--- src/rtl/rf_read_stage_p.sv ---
// rf_read_stage_p: register-read stage holding the architectural register file,
// the flags register and a per-register counting scoreboard of in-flight writers.
// It stalls the translator on RAW hazards or a saturated counter, and latches
// decoded operands into the EXE pipeline latch with an explicit valid bit.
// Optional build macro RF_READ_FORWARD_EN: a read of a register (or the flags)
// whose only outstanding writer is being written back this cycle takes the
// writeback value directly instead of waiting one more cycle.
//
// Handshake: the translator asserts in_valid with a uop; the uop is consumed on
// a clock edge where in_valid=1, stall_out=0 and flush=0 (accept). While
// stall_out=1 the translator must hold the uop stable. out_valid marks a live
// uop in the EXE latch; mem_stall freezes the latch, flush empties it.
module rf_read_stage_p #(
    parameter int DATA_W = 16,
    parameter int ID_W   = 5,
    parameter int CNT_W  = 2
) (
    input  logic              CLK,
    input  logic              RST,
    input  logic              in_valid,
    input  logic [5:0]        in_opcode,
    input  logic [ID_W-1:0]   in_rd0_id,
    input  logic [ID_W-1:0]   in_rd1_id,
    input  logic [ID_W-1:0]   in_wr_id,
    input  logic [7:0]        in_fmask,
    input  logic              in_rd_flags,
    input  logic [15:0]       in_imm,
    input  logic [15:0]       in_npc,
    input  logic              in_eoi,
    input  logic              flush,
    input  logic              mem_stall,
    input  logic              wb_valid,
    input  logic [ID_W-1:0]   wb_id,
    input  logic [DATA_W-1:0] wb_data,
    input  logic [7:0]        wb_fmask,
    input  logic [7:0]        wb_flags,
    output logic              stall_out,
    output logic              bubble,
    output logic              out_valid,
    output logic [5:0]        out_opcode,
    output logic [ID_W-1:0]   out_wr_id,
    output logic [7:0]        out_fmask,
    output logic [15:0]       out_imm,
    output logic [15:0]       out_npc,
    output logic              out_eoi,
    output logic [ID_W-1:0]   out_rd0_id,
    output logic [ID_W-1:0]   out_rd1_id,
    output logic [DATA_W-1:0] out_rd0_data,
    output logic [DATA_W-1:0] out_rd1_data,
    output logic [7:0]        out_flags
);

    localparam int NREGS = 2 ** ID_W;
    localparam logic [CNT_W-1:0] CNT_MAX = '1;

    logic [DATA_W-1:0] rf      [NREGS];
    logic [CNT_W-1:0]  cnt     [NREGS];
    logic [CNT_W-1:0]  cnt_nxt [NREGS];
    logic [7:0]        flags;
    logic [CNT_W-1:0]  fcnt;
    logic [CNT_W-1:0]  fcnt_nxt;

    logic              pend0, pend1, pendf, full, hazard, accept;
    logic              byp0, byp1, bypf;
    logic [DATA_W-1:0] rd0_data, rd1_data;
    logic [7:0]        flags_merged, flags_rd;

    // Saturating-at-zero counter update: +inc, -dec_a, -dec_b in one step.
    function automatic logic [CNT_W-1:0] next_count(input logic [CNT_W-1:0] cur,
                                                    input logic inc,
                                                    input logic dec_a,
                                                    input logic dec_b);
        logic [CNT_W+1:0] up;
        logic [CNT_W+1:0] down;
        logic [CNT_W+1:0] diff;
        up   = {2'b00, cur} + {{(CNT_W+1){1'b0}}, inc};
        down = {{(CNT_W+1){1'b0}}, dec_a} + {{(CNT_W+1){1'b0}}, dec_b};
        diff = up - down;
        if (up < down) return '0;
        return diff[CNT_W-1:0];
    endfunction

    assign flags_merged = (flags & ~wb_fmask) | (wb_flags & wb_fmask);

`ifdef RF_READ_FORWARD_EN
    assign byp0 = wb_valid && (wb_id == in_rd0_id) && (in_rd0_id != '0) && (cnt[in_rd0_id] == CNT_W'(1));
    assign byp1 = wb_valid && (wb_id == in_rd1_id) && (in_rd1_id != '0) && (cnt[in_rd1_id] == CNT_W'(1));
    assign bypf = wb_valid && (wb_fmask != 8'h00) && (fcnt == CNT_W'(1));
`else
    assign byp0 = 1'b0;
    assign byp1 = 1'b0;
    assign bypf = 1'b0;
`endif

    // Operand read, hazard detection and stall/accept decisions.
    always_comb begin
        pend0    = (cnt[in_rd0_id] != '0) && !byp0;
        pend1    = (cnt[in_rd1_id] != '0) && !byp1;
        pendf    = (fcnt != '0) && !bypf;
        full     = ((in_wr_id != '0) && (cnt[in_wr_id] == CNT_MAX)) ||
                   ((in_fmask != 8'h00) && (fcnt == CNT_MAX));
        hazard   = in_valid && (pend0 || pend1 || (in_rd_flags && pendf) || full);
        bubble   = hazard && !mem_stall;
        stall_out = hazard || mem_stall;
        accept   = in_valid && !stall_out && !flush;
        rd0_data = (in_rd0_id == '0) ? '0 : (byp0 ? wb_data : rf[in_rd0_id]);
        rd1_data = (in_rd1_id == '0) ? '0 : (byp1 ? wb_data : rf[in_rd1_id]);
        flags_rd = bypf ? flags_merged : flags;
    end

    // Next scoreboard counts: accepted writers add, writebacks and killed writers remove.
    always_comb begin
        for (int i = 0; i < NREGS; i++) begin
            cnt_nxt[i] = '0;
            if (i != 0) begin
                cnt_nxt[i] = next_count(cnt[i],
                                        accept && (in_wr_id == ID_W'(i)),
                                        wb_valid && (wb_id == ID_W'(i)),
                                        flush && out_valid && (out_wr_id == ID_W'(i)));
            end
        end
        fcnt_nxt = next_count(fcnt,
                              accept && (in_fmask != 8'h00),
                              wb_valid && (wb_fmask != 8'h00),
                              flush && out_valid && (out_fmask != 8'h00));
    end

    // Register file, flags and scoreboard state; writeback ignores stalls.
    always_ff @(posedge CLK) begin
        if (RST) begin
            for (int i = 0; i < NREGS; i++) begin
                rf[i]  <= '0;
                cnt[i] <= '0;
            end
            flags <= 8'h00;
            fcnt  <= '0;
        end else begin
            if (wb_valid && (wb_id != '0)) rf[wb_id] <= wb_data;
            if (wb_valid) flags <= flags_merged;
            for (int i = 0; i < NREGS; i++) cnt[i] <= cnt_nxt[i];
            fcnt <= fcnt_nxt;
        end
    end

    // EXE latch: flush empties it, mem_stall freezes it, otherwise load or bubble.
    always_ff @(posedge CLK) begin
        if (RST || flush || (!mem_stall && !accept)) begin
            out_valid    <= 1'b0;
            out_opcode   <= '0;
            out_wr_id    <= '0;
            out_fmask    <= '0;
            out_imm      <= '0;
            out_npc      <= '0;
            out_eoi      <= 1'b0;
            out_rd0_id   <= '0;
            out_rd1_id   <= '0;
            out_rd0_data <= '0;
            out_rd1_data <= '0;
            out_flags    <= '0;
        end else if (!mem_stall) begin
            out_valid    <= 1'b1;
            out_opcode   <= in_opcode;
            out_wr_id    <= in_wr_id;
            out_fmask    <= in_fmask;
            out_imm      <= in_imm;
            out_npc      <= in_npc;
            out_eoi      <= in_eoi;
            out_rd0_id   <= in_rd0_id;
            out_rd1_id   <= in_rd1_id;
            out_rd0_data <= rd0_data;
            out_rd1_data <= rd1_data;
            out_flags    <= flags_rd;
        end
    end

endmodule

--- config.mk ---
export PLATFORM = sky130hd
export DESIGN_NAME = rf_read_stage_p
export DESIGN_NICKNAME = d
export VERILOG_FILES = /design/src/rtl/rf_read_stage_p.sv
export SDC_FILE = /design/constraint.sdc
export NUM_CORES = 1
export LEC_CHECK = 0
export ABC_CLOCK_PERIOD_IN_PS = 5000
export CAP_MARGIN = 20
export CORE_MARGIN = 3
export CORE_UTILIZATION = 61
export DETAILED_ROUTE_END_ITERATION = 16
export MAX_ROUTING_LAYER = met4
export PLACE_DENSITY_LB_ADDON = 0.12
export SLEW_MARGIN = 0
export SYNTH_ARGS = -nofsm -noshare
export SYNTH_HDL_FRONTEND = slang
export SYNTH_SLANG_ARGS = --single-unit
--- constraint.sdc ---
create_clock -name CLK -period 5 [get_ports CLK]
set_input_delay 1 -clock CLK [delete_from_list [all_inputs] [get_ports CLK]]
set_output_delay 1 -clock CLK [all_outputs]
set_load 0.01 [all_outputs]
==> summary.md, run 1 <==
| Metric | Value |
|---|---|
| Run status | finished, final reports clean |
| Hold Buf Count CTS | 0 |
| CTS tree | done |
| CP Data Arrival Time | ~3900 ps |
| Final ANT Viol Nets | 0 |
| Post-synth cell types | 66 |
| Residual DRC | 0 |
| Insertion delay to the later sink of the worst-skew pair | ~630 ps |
| Final Util | 0.714 |
| Total gr overflow | 0 |
| Die area | 65300 um^2 |
| Seq pwr share | 0.481 |
| CP max FO | 7 |
| Worst path depth | 9 |
| Pwr Total | between 10000 and 15000 uW |
| Yosys warning total | 0 |
| WP buf/inv | 2 |
| Combinational Power Share | 0.120 |
| Largest net degree at the start of global routing | roughly 130 |
| Drt pass-1 iters | 5 |
| Final setup vio count | 0 |
| Clock buffer depth | 3 |
| First-pass GRT wire length | between 150 and 200 mm |
| Layout cells sized above 1 | 0.204 |
| Buffers on Ports | 210 |
| CP max-delay cell | or4b_1 |
| Leak | 0.0157 uW |
| Clk sinks | 687 |
| WL final | around 110 mm |
| Max_slew headroom | 0.208 |
| Slew Limit Fails | 0 |
| Starting density of the core | 0.623 |
| Average cell area after synthesis | 13.2 um^2 |
| DP HPWL | 71.6 mm |
| Fin Clk Skew | 30.1 ps |
| Vias | roughly 26000 |
| Fmax | 206 MHz |
| Number of global-route vias before repair | approximately 26000 |
| I/O pin cnt | 211 |
| Sw Share | 0.248 |
| Fin crit share | 0.971 |
| Crit-path cells | clkdlybuf4s50_1 -> or4b_1 -> a31oi_1 -> a221o_1 -> a21oi_1 -> nor4b_4 -> nand2_1 -> and3_1 -> clkdlybuf4s50_1 |
| Pwr/cell area | around 310 nW/um^2 |
| Max Cap Viol | 0 |
| Clock transition at path regs | approximately 60 ps |
| Clk pwr share | 0.399 |
| Most frequent CP cell | clkdlybuf4s50_1 |
| Maximum vdd ir drop | about 0.27 mV |
| CORE AREA | about 60000 um^2 |
| Path depth of the worst reg2reg path | 14 |
| Die width | 256 um |
| Required @ worst endpoint | approximately 4000 ps |
| Post-Synthesis Cells | around 2900 |
| Crit-path max cell delay | 600 ps |
| Commonest non-fill, non-tap cell in the layout | edfxtp_1 |
| FF-to-FF End | cnt[19][0] |
| Critical Path Start Type | input pin |
| WL per Instance | approximately 29 um |
| Reg2reg setup slack | roughly 1100 ps |
| Worst hold path stage count | 2 |
| Worst hold path type | reg2reg |
| Worst slew pin tran | 1180 ps |
| Endpoints failing hold | 0 |
| Asr flop ratio synth | 0 |
| Top_reg_cell synth | edfxtp_1 |
| Most frequent cells in the layout | edfxtp_1, and2_1, mux4_2 |
| CTS HTree Levels | 3 |
| Worst setup EP type | output port |
| Kind of critical path | in2out |
| Total CTS buffers | 75 |
| Initial drt markers | approximately 3100 |
| Number of synthesized register bits | 687 |
| Row count | 90 |
| Vias per cell | 6.64 |
| RR Startpoint | cnt[13][1] |
| EDFF count, synth | about 510 |
| RD Place Congestion | 0.963 |
| Area of the mapped netlist | between 30000 and 40000 um^2 |
| Area Growth Syn to Fin | 14.5% |
| Initial antenna violation count | 2 |
| Sequential fraction of the synthesis area | 0.497 |
| Setup TNS | 0 ps |
| Unrepaired setup endpoints after global routing | no |
| Clock period minus final worst setup slack | just under 5000 ps |
| CP top delay family | simple AND/OR/NAND/NOR gates |
| Layout Nets | approximately 3300 |
| GRT Util Overall | 0.356 |
| Clock root cell | clkbuf_16 |
| Internal | 10200 uW |
| Die Height | between 200 and 300 um |
| Net Sw Power | roughly 3400 uW |
==> power by group through the flow <==
stage	sequential (uW)	clock, uW	combinational (uW)
5_1_grt	6570	5720	1700
3_3_place_gp	6610	0	1560
3_5_place_dp	6650	0	1580
6_report	6540	5440	1630
4_1_cts	6540	5480	1590
2_1_floorplan	6600	0	995
==> worst max path at each step <==
stage,from,end,slack [ps]
detailed placement,in_wr_id[1],cnt[12][1],90
finish,in_rd1_id[2],bubble,150
CTS,in_wr_id[1],stall_out,120
floorplan,in_rd1_id[2],cnt[18][1],930
global placement,in_wr_id[1],stall_out,160
global route,in_rd1_id[2],stall_out,70
==> sequential cells by signal, summed over array words and instances (netlist names), named ones only <==
register,count
rf,512
cnt,62
out_imm,16
out_npc,16
out_rd0_data,16
out_rd1_data,16
out_flags,8
out_fmask,8
out_opcode,6
out_rd0_id,5
out_rd1_id,5
out_wr_id,5
fcnt,2
out_eoi,1
out_valid,1
==> synthesized netlist by cell type (4+ instances only) <==
library cell	number	area, um^2
nor2_1	275	1030
o22ai_1	33	206
nor4_1	14	87.6
fa_1	32	641
ha_1	128	1600
nand3_1	18	90.1
buf_1	15	56.3
nor2b_1	7	43.8
or2_2	33	206
o21ai_0	37	185
nor3b_1	41	308
a31oi_1	4	25.0
inv_1	72	270
dfxtp_1	175	3500
nor4_2	9	113
nand2b_1	14	87.6
buf_2	35	175
nor3_1	51	255
mux2i_1	77	771
clkbuf_1	172	646
edfxtp_1	512	15400
a21oi_1	67	335
mux4_2	307	6910
mux2_2	69	777
xor2_1	30	263
a211oi_1	5	37.5
buf_4	8	60.1
nand2_1	72	270
or3_1	4	25.0
and2_1	497	3110
nand3b_1	8	60.1
==> through the flow <==
step / setup slack (ps) / cell area, um^2 / hold slack (ps) / std cells
5_1_grt: 67.4 / 43500 / 481 / 3923
6_report: 147 / 43500 / 462 / 3925
2_1_floorplan: 934 / 38000 / 436 / 2889
3_5_place_dp: 90.9 / 40900 / 454 / 3774
4_1_cts: 125 / 43300 / 464 / 3913
3_3_place_gp: 157 / 40900 / 444 / 3773
==> cells by family after synthesis <==
logic type,after synthesis,synth area share
multiplexers,453,0.223
adder cells (fa/ha/maj),160,0.0590
flip-flops,687,0.497
XOR/XNOR,32,0.00738
buffers and inverters,306,0.0324
AO/OA/AOI/OAI,175,0.0274
AND/OR/NAND/NOR,1060,0.154
other,1,0.0000988
==> metal layers <==
layer	wire length, um	global-route usage
met1	40100	0.442
met4	5430	0.167
met3	12500	0.0791
met2	55100	0.561
met5	0	-
==> final cells by class <==
| class | count | area [um^2] |
|---|---|---|
| Antenna cell | 3 | 7.51 |
| Clock buffer | 102 | 2070 |
| Clock inverter | 37 | 333 |
| Fill cell | 4057 | 17400 |
| Inverter | 75 | 282 |
| Multi-Input combinational cell | 1896 | 17900 |
| Sequential cell | 687 | 18900 |
| Tap cell | 828 | 1040 |
| Timing Repair Buffer | 297 | 2950 |
==> worst reg2reg max path, stage by stage (launching register included) <==
cell,delay (ps)
dfxtp_1,430
nor2_1,120
mux4_2,480
a32o_1,230
a2111oi_1,530
buf_4,210
nor3_2,60
nand4_1,140
buf_4,240
nor2_1,70
ha_1,220
fa_1,550
nor3b_1,250
nor2_1,90
nor3_1,170
==> timing repair <==
item                       4_1_cts  5_1_grt
buffers inserted                 0        0
setup endpoints to repair        0        2
resized for setup                0        2
(Power assumes the default switching activity.)
==> run 2, diff against run 1 <==
--- a/config.mk
+++ b/config.mk
@@ -5,10 +5,9 @@
 export SDC_FILE = /design/constraint.sdc
 export NUM_CORES = 1
 export LEC_CHECK = 0
-export ABC_CLOCK_PERIOD_IN_PS = 5000
-export CAP_MARGIN = 20
+export ABC_CLOCK_PERIOD_IN_PS = 4400
 export CORE_MARGIN = 3
-export CORE_UTILIZATION = 61
+export CORE_UTILIZATION = 40
 export DETAILED_ROUTE_END_ITERATION = 16
 export MAX_ROUTING_LAYER = met4
 export PLACE_DENSITY_LB_ADDON = 0.12
==> constraint.sdc (replaced) <==
create_clock -name CLK -period 4.4 [get_ports CLK]
set_input_delay 0.88 -clock CLK [delete_from_list [all_inputs] [get_ports CLK]]
set_output_delay 0.88 -clock CLK [all_outputs]
set_load 0.01 [all_outputs]
==> summary.md, run 2 (same netlist as run 1, synthesis figures left out) <==
| Metric | Value |
|---|---|
| Die Height | 314 um (+23%) |
| Grt peak-use layer | met2 |
| Critical Path Start Type | input pin |
| Final ANT Viol Nets | 0 (unchanged) |
| Layout Nets | 3379 (+2.5%) |
| Row count | 112 (+24%) |
| Fmax | 234 MHz |
| CTS tree | done |
| Most flop-heavy register | rf |
| GR Util met3 | 0.0409 (-0.0382) |
| Max Cap Viol | 0 (unchanged) |
| DP HPWL | 80.1 mm (+12%) |
| Pwr/cell area | 354 nW/um^2 (+13%) |
| Most frequent cells in the layout | edfxtp_1, and2_1, mux4_2 |
| WL final | 124 mm (+9.7%) |
| Clk sinks | 687 (unchanged) |
| Maximum vdd ir drop | 0.307 mV (+13%) |
| Global Route met1 Usage | 0.332 (-0.110) |
| Max_slew headroom | 0.157 (-0.0504) |
| GRT Util Overall | 0.259 (-0.0965) |
| Clock root cell | clkbuf_16 |
| CP Data Arrival Time | 3390 ps (-460 ps) |
| Worst hold path type | reg2reg |
| Initial antenna violation count | 3 (+1) |
| Clock period minus final worst setup slack | ~4300 ps |
| Largest net degree at the start of global routing | 131 (unchanged) |
| Die width | 314 um (+23%) |
| Final WS setup | 130 ps (-16.8 ps) |
| Number of flip-flops in the largest register | 512 (unchanged) |
| Buffers on Ports | 210 (unchanged) |
| Fillers | 8274 (+100%) |
| Vias | 25300 (-3.1%) |
| Setup TNS | 0 ps (unchanged) |
| Worst slew pin tran | 1260 ps (+75.4 ps) |
| Fin crit share | 0.970 |
| Commonest non-fill, non-tap cell in the layout | edfxtp_1 |
| Starting density of the core | 0.405 (-0.218) |
| RD Place Congestion | 0.920 (-4.5%) |
| Slew Limit Fails | 0 (unchanged) |
| Vias per cell | 5.70 (-14%) |
| Run status | finished, final reports clean |
| Met2 Use GR | 0.424 (-0.137) |
| Unrepaired setup endpoints after global routing | no |
| Residual DRC | 0 (unchanged) |
| Fin Clk Skew | 25.1 ps (-4.97 ps) |
| Final Util | 0.475 (-0.239) |
| Placed Area | 42100 um^2 (+2.9%) |
| Largest regs | rf (512), cnt (62) |
| Clock transition at path regs | 60 ps (about the same) |
| Drt pass-1 iters | 5 (unchanged) |
| Leak | 0.0161 uW (+2.6%) |
| Total CTS buffers | 80 (+6.7%) |
| Place WS | -429 ps (-520 ps) |
| Initial drt markers | 2279 (-26%) |
| Area Growth Syn to Fin | 17.3% |
| Endpoints failing hold | 0 (unchanged) |
| Worst setup EP type | output port |
| Kind of critical path | in2out |
| CTS HTree Levels | 3 (unchanged) |
| CP max FO | 7 (unchanged) |
| First-pass GRT wire length | 181 mm (+8.0%) |
| Worst Hold Slack | 456 ps (-5.61 ps) |
| Clock buffer depth | 3 (unchanged) |
| Finished layout cell area | 44600 um^2 (+2.5%) |
| Crit. Startpoint | in_wr_id[1] |
| CORE AREA | 93700 um^2 (+54%) |
| Required @ worst endpoint | 3520 ps (-480 ps) |
| Insertion delay to the later sink of the worst-skew pair | 640 ps (about the same) |
| Final setup vio count | 0 (unchanged) |
| RR Startpoint | cnt[13][1] |
| Number of global-route vias before repair | 26400 (-0.12%) |
| Layout cells sized above 1 | 0.224 (+0.0204) |
| I/O pin cnt | 211 (unchanged) |
| WL per Instance | 28.0 um (-2.8%) |
| Total gr overflow | 0 (unchanged) |
| Die area | 98700 um^2 (+51%) |
[run 2: final cells by class]
class / instances / area (um^2) / area share
antenna: 4 / 10.0 / 0.000225
clock buffer: 108 / 2220 / 0.0498
clock inverter: 35 / 255 / 0.00573
inverter: 75 / 282 / 0.00632
multi-input combinational: 1896 / 17900 / 0.402
sequential: 687 / 18900 / 0.424
tap: 1254 / 1570 / 0.0352
timing repair buffer: 373 / 3410 / 0.0766
[run 2: through the flow]
stage          power (uW)  cells
3_3_place_gp         9450   4284
5_1_grt             16300   4430
2_1_floorplan        8630   2889
6_report            15800   4432
3_5_place_dp         9490   4284
4_1_cts             15900   4428
[run 2: report_power, final]
part	total, uW	internal, uW	switching, uW
clock network	6430	3710	2720
logic	1940	889	1050
registers	7420	7260	162
[run 2: repair_timing]
item | 4_1_cts | 5_1_grt
resized for setup | 2 | 1
pin swaps | 1 | 1
hold buffers | 0 | 0
endpoints found under the setup margin | 2 | 3
buffers inserted | 1 | 0
[run 2: worst max-delay path: stages]
cell	delay (ps)
clkdlybuf4s50_1	500
buf_12	140
mux4_2	500
mux2_2	280
a211oi_2	210
a31oi_1	100
nor3_2	170
nand2_1	110
and3_1	200
dlygate4sd2_1	280
[run 2: routing by layer]
layer / vias to the layer above / routed length, um
met2: 868 / 61100
met3: 198 / 8080
met5: - / 0
li1: 11100 / -
met1: 13100 / 51000
met4: 0 / 4000
[run 2: worst paths after layout]
check | to | slack, ps | depth (start not counted)
worst max-delay path | bubble | 130 | 10
worst min-delay path | register | 460 | 2
worst max register to register | cnt[25][0] | 520 | 15
worst min register to register | register | 460 | 2
==> run 3, diff against run 2 <==
--- a/config.mk
+++ b/config.mk
@@ -5,7 +5,7 @@
 export SDC_FILE = /design/constraint.sdc
 export NUM_CORES = 1
 export LEC_CHECK = 0
-export ABC_CLOCK_PERIOD_IN_PS = 4400
+export ABC_CLOCK_PERIOD_IN_PS = 5300
 export CORE_MARGIN = 3
 export CORE_UTILIZATION = 40
 export DETAILED_ROUTE_END_ITERATION = 16
==> constraint.sdc (replaced) <==
create_clock -name CLK -period 5.3 [get_ports CLK]
set_input_delay 1.06 -clock CLK [delete_from_list [all_inputs] [get_ports CLK]]
set_output_delay 1.06 -clock CLK [all_outputs]
set_load 0.01 [all_outputs]
==> summary.md, run 3 (same netlist as run 1, synthesis figures left out) <==
| Metric | Value |
|---|---|
| FF-to-FF End | cnt[5][0] |
| Residual DRC | 0 (unchanged) |
| Layout Nets | 3298 (-2.4%) |
| Kind of critical path | in2out |
| Buffers on Ports | 210 (unchanged) |
| Worst setup EP type | output port |
| Clk sinks | 687 (unchanged) |
| GRT Util Overall | 0.260 (+0.000915) |
| Endpoints failing hold | 0 (unchanged) |
| Crit-path max cell delay | 520 ps (+20 ps) |
| Max Cap Viol | 0 (unchanged) |
| WL final | 125 mm (+0.58%) |
| Worst slew pin tran | 1290 ps (+31.7 ps) |
| Worst hold path stage count | 2 (unchanged) |
| Total CTS buffers | 83 (+3.8%) |
| Largest net degree at the start of global routing | 131 (unchanged) |
| CP max-delay cell | mux4_2 |
| Vias | 25200 (-0.37%) |
| Fillers | 8273 (-0.012%) |
| Largest regs | rf (512), cnt (62) |
| Initial antenna violation count | 1 (-2) |
| Drt pass-1 iters | 5 (unchanged) |
| Most flop-heavy register | rf |
| I/O pin cnt | 211 (unchanged) |
| First-pass GRT wire length | 181 mm (+0.21%) |
| Post-CTS Resized | 0 (-2) |
| Maximum vdd ir drop | 0.261 mV (-15%) |
| Commonest non-fill, non-tap cell in the layout | edfxtp_1 |
| Number of global-route vias before repair | 26400 (-0.14%) |
| Worst hold path type | reg2reg |
| Worst Hold Slack | 451 ps (-4.93 ps) |
| Die area | 98700 um^2 (unchanged) |
| Seq pwr share | 0.459 (-0.011) |
| Reg2reg setup slack | 1340 ps (+820 ps) |
| Total gr overflow | 0 (unchanged) |
| RD Place Congestion | 0.881 (-4.2%) |
| CP Data Arrival Time | 3910 ps (+520 ps) |
| Number of flip-flops in the largest register | 512 (unchanged) |
| Clock buffer depth | 3 (unchanged) |
| Area Growth Syn to Fin | 16.2% |
| Combinational Power Share | 0.115 (-0.008) |
| Sw Share | 0.249 (about the same) |
| Crit-path cells | clkdlybuf4s50_1 -> buf_12 -> mux4_2 -> mux2_2 -> a211oi_1 -> a31oi_1 -> nor3_2 -> nand2_1 -> and3_1 -> clkdlybuf4s50_1 |
| WL per Instance | 28.7 um (+2.4%) |
| Required @ worst endpoint | 4240 ps (+720 ps) |
| Fin Clk Skew | 24.6 ps (-0.540 ps) |
| CP max FO | 23 (+16) |
| Most frequent cells in the layout | edfxtp_1, and2_1, mux4_2 |
| Die width | 314 um (unchanged) |
| Unrepaired setup endpoints after global routing | no |
| Pwr/cell area | 305 nW/um^2 (-14%) |
| Leak | 0.0157 uW (-2.1%) |
| Max_slew headroom | 0.136 (-0.0212) |
| Internal | 10100 uW (-15%) |
| Hold Buf Count CTS | 0 (unchanged) |
| Most frequent CP cell | clkdlybuf4s50_1 |
| Fin crit share | 0.939 |
| DP HPWL | 79.2 mm (-1.1%) |
| CTS HTree Levels | 3 (unchanged) |
| Run status | finished, final reports clean |
| Fmax | about 200 MHz |
| Clk pwr share | 0.426 (+0.019) |
| Final ANT Viol Nets | 0 (unchanged) |
| Clock root cell | clkbuf_16 |
| Vias per cell | 5.78 (+1.4%) |
| Clock transition at path regs | 50 ps (about the same) |
| Initial drt markers | 2481 (+8.9%) |
| Die Height | 314 um (unchanged) |
| CORE AREA | 93700 um^2 (unchanged) |
| Setup TNS | 0 ps (unchanged) |
| Layout cells sized above 1 | 0.207 (-0.0177) |
| Slew Limit Fails | 0 (unchanged) |
| Clock period minus final worst setup slack | between 4000 and 5000 ps |
| Row count | 112 (unchanged) |
| Place WS | 251 ps (+680 ps) |
| Net Sw Power | 3350 uW (-15%) |
| Starting density of the core | 0.405 (unchanged) |
| Path depth of the worst reg2reg path | 14 (-1) |
| Number of buffers added for setup after CTS | 0 (-1) |
| CTS tree | done |
| Final setup vio count | 0 (unchanged) |
| RR Startpoint | cnt[15][1] |
| Final WS setup | 325 ps (+195 ps) |
| Critical Path Start Type | input pin |
| Insertion delay to the later sink of the worst-skew pair | 660 ps (+20 ps) |
## run 3: changes by cell type in the layout (fill, tap and decap cells not counted), moves of 2 or more
cell | previous run | this run
clkinv_1 | 14 | 10
clkbuf_8 | 5 | 8
clkinv_8 | 0 | 2
inv_6 | 1 | 4
bufinv_16 | 3 | 7
buf_4 | 159 | 76
clkdlybuf4s50_1 | 199 | 201
dlygate4sd2_1 | 2 | 0
## run 3: layer usage
layer / vias to the layer above / GRT usage / part of all wire
met1: 13100 / 0.337 / 0.42
met5: - / - / 0
met3: 211 / 0.0463 / 0.070
met4: 0 / 0.0865 / 0.032
met2: 963 / 0.415 / 0.48
li1: 10900 / - / -
## run 3: power groups by stage
stage          combinational [uW]  sequential [uW]  clock (uW)
3_5_place_dp                 1550             6280           0
4_1_cts                      1550             6160        5820
3_3_place_gp                 1540             6250           0
5_1_grt                      1630             6190        6050
2_1_floorplan                 939             6230           0
6_report                     1550             6160        5730
## run 3: critical path, delay by kind of cell
family / cells / cell delay [ps]
AOI/OAI and AO/OA: 2 / 340
buffers and inverters: 3 / 1200
muxes: 2 / 790
and+or+nand+nor: 3 / 500
## run 3: cell type report
cell class | instances | area [um^2] | area share
Clock buffer | 111 | 2280 | 0.0518
Clock inverter | 40 | 404 | 0.00916
Sequential cell | 687 | 18900 | 0.428
Tap cell | 1254 | 1570 | 0.0356
Timing Repair Buffer | 289 | 2770 | 0.0628
Multi-Input combinational cell | 1896 | 17900 | 0.406
Inverter | 75 | 282 | 0.00638
Antenna cell | 3 | 7.51 | 0.000170
## run 3: worst max-delay path by stage
stage                       startpoint         end  slack (ps)
after floorplan           in_rd1_id[2]  cnt[18][1]        1170
after global placement     in_wr_id[1]  cnt[24][0]         370
after detailed placement   in_wr_id[1]   cnt[4][1]         250
after CTS                  in_wr_id[1]      bubble         340
after global routing      in_rd1_id[2]      bubble         170
final                      in_wr_id[1]      bubble         330
## run 3: per-stage QoR
step	util	std cells	power, uW	instance area, um^2
detailed placement	0.442	4201	7820	41400
finish	0.471	4355	13400	44100
floorplan	-	2889	7170	38000
global placement	0.442	4201	7780	41400
CTS	0.471	4352	13500	44100
global route	0.471	4353	13900	44100
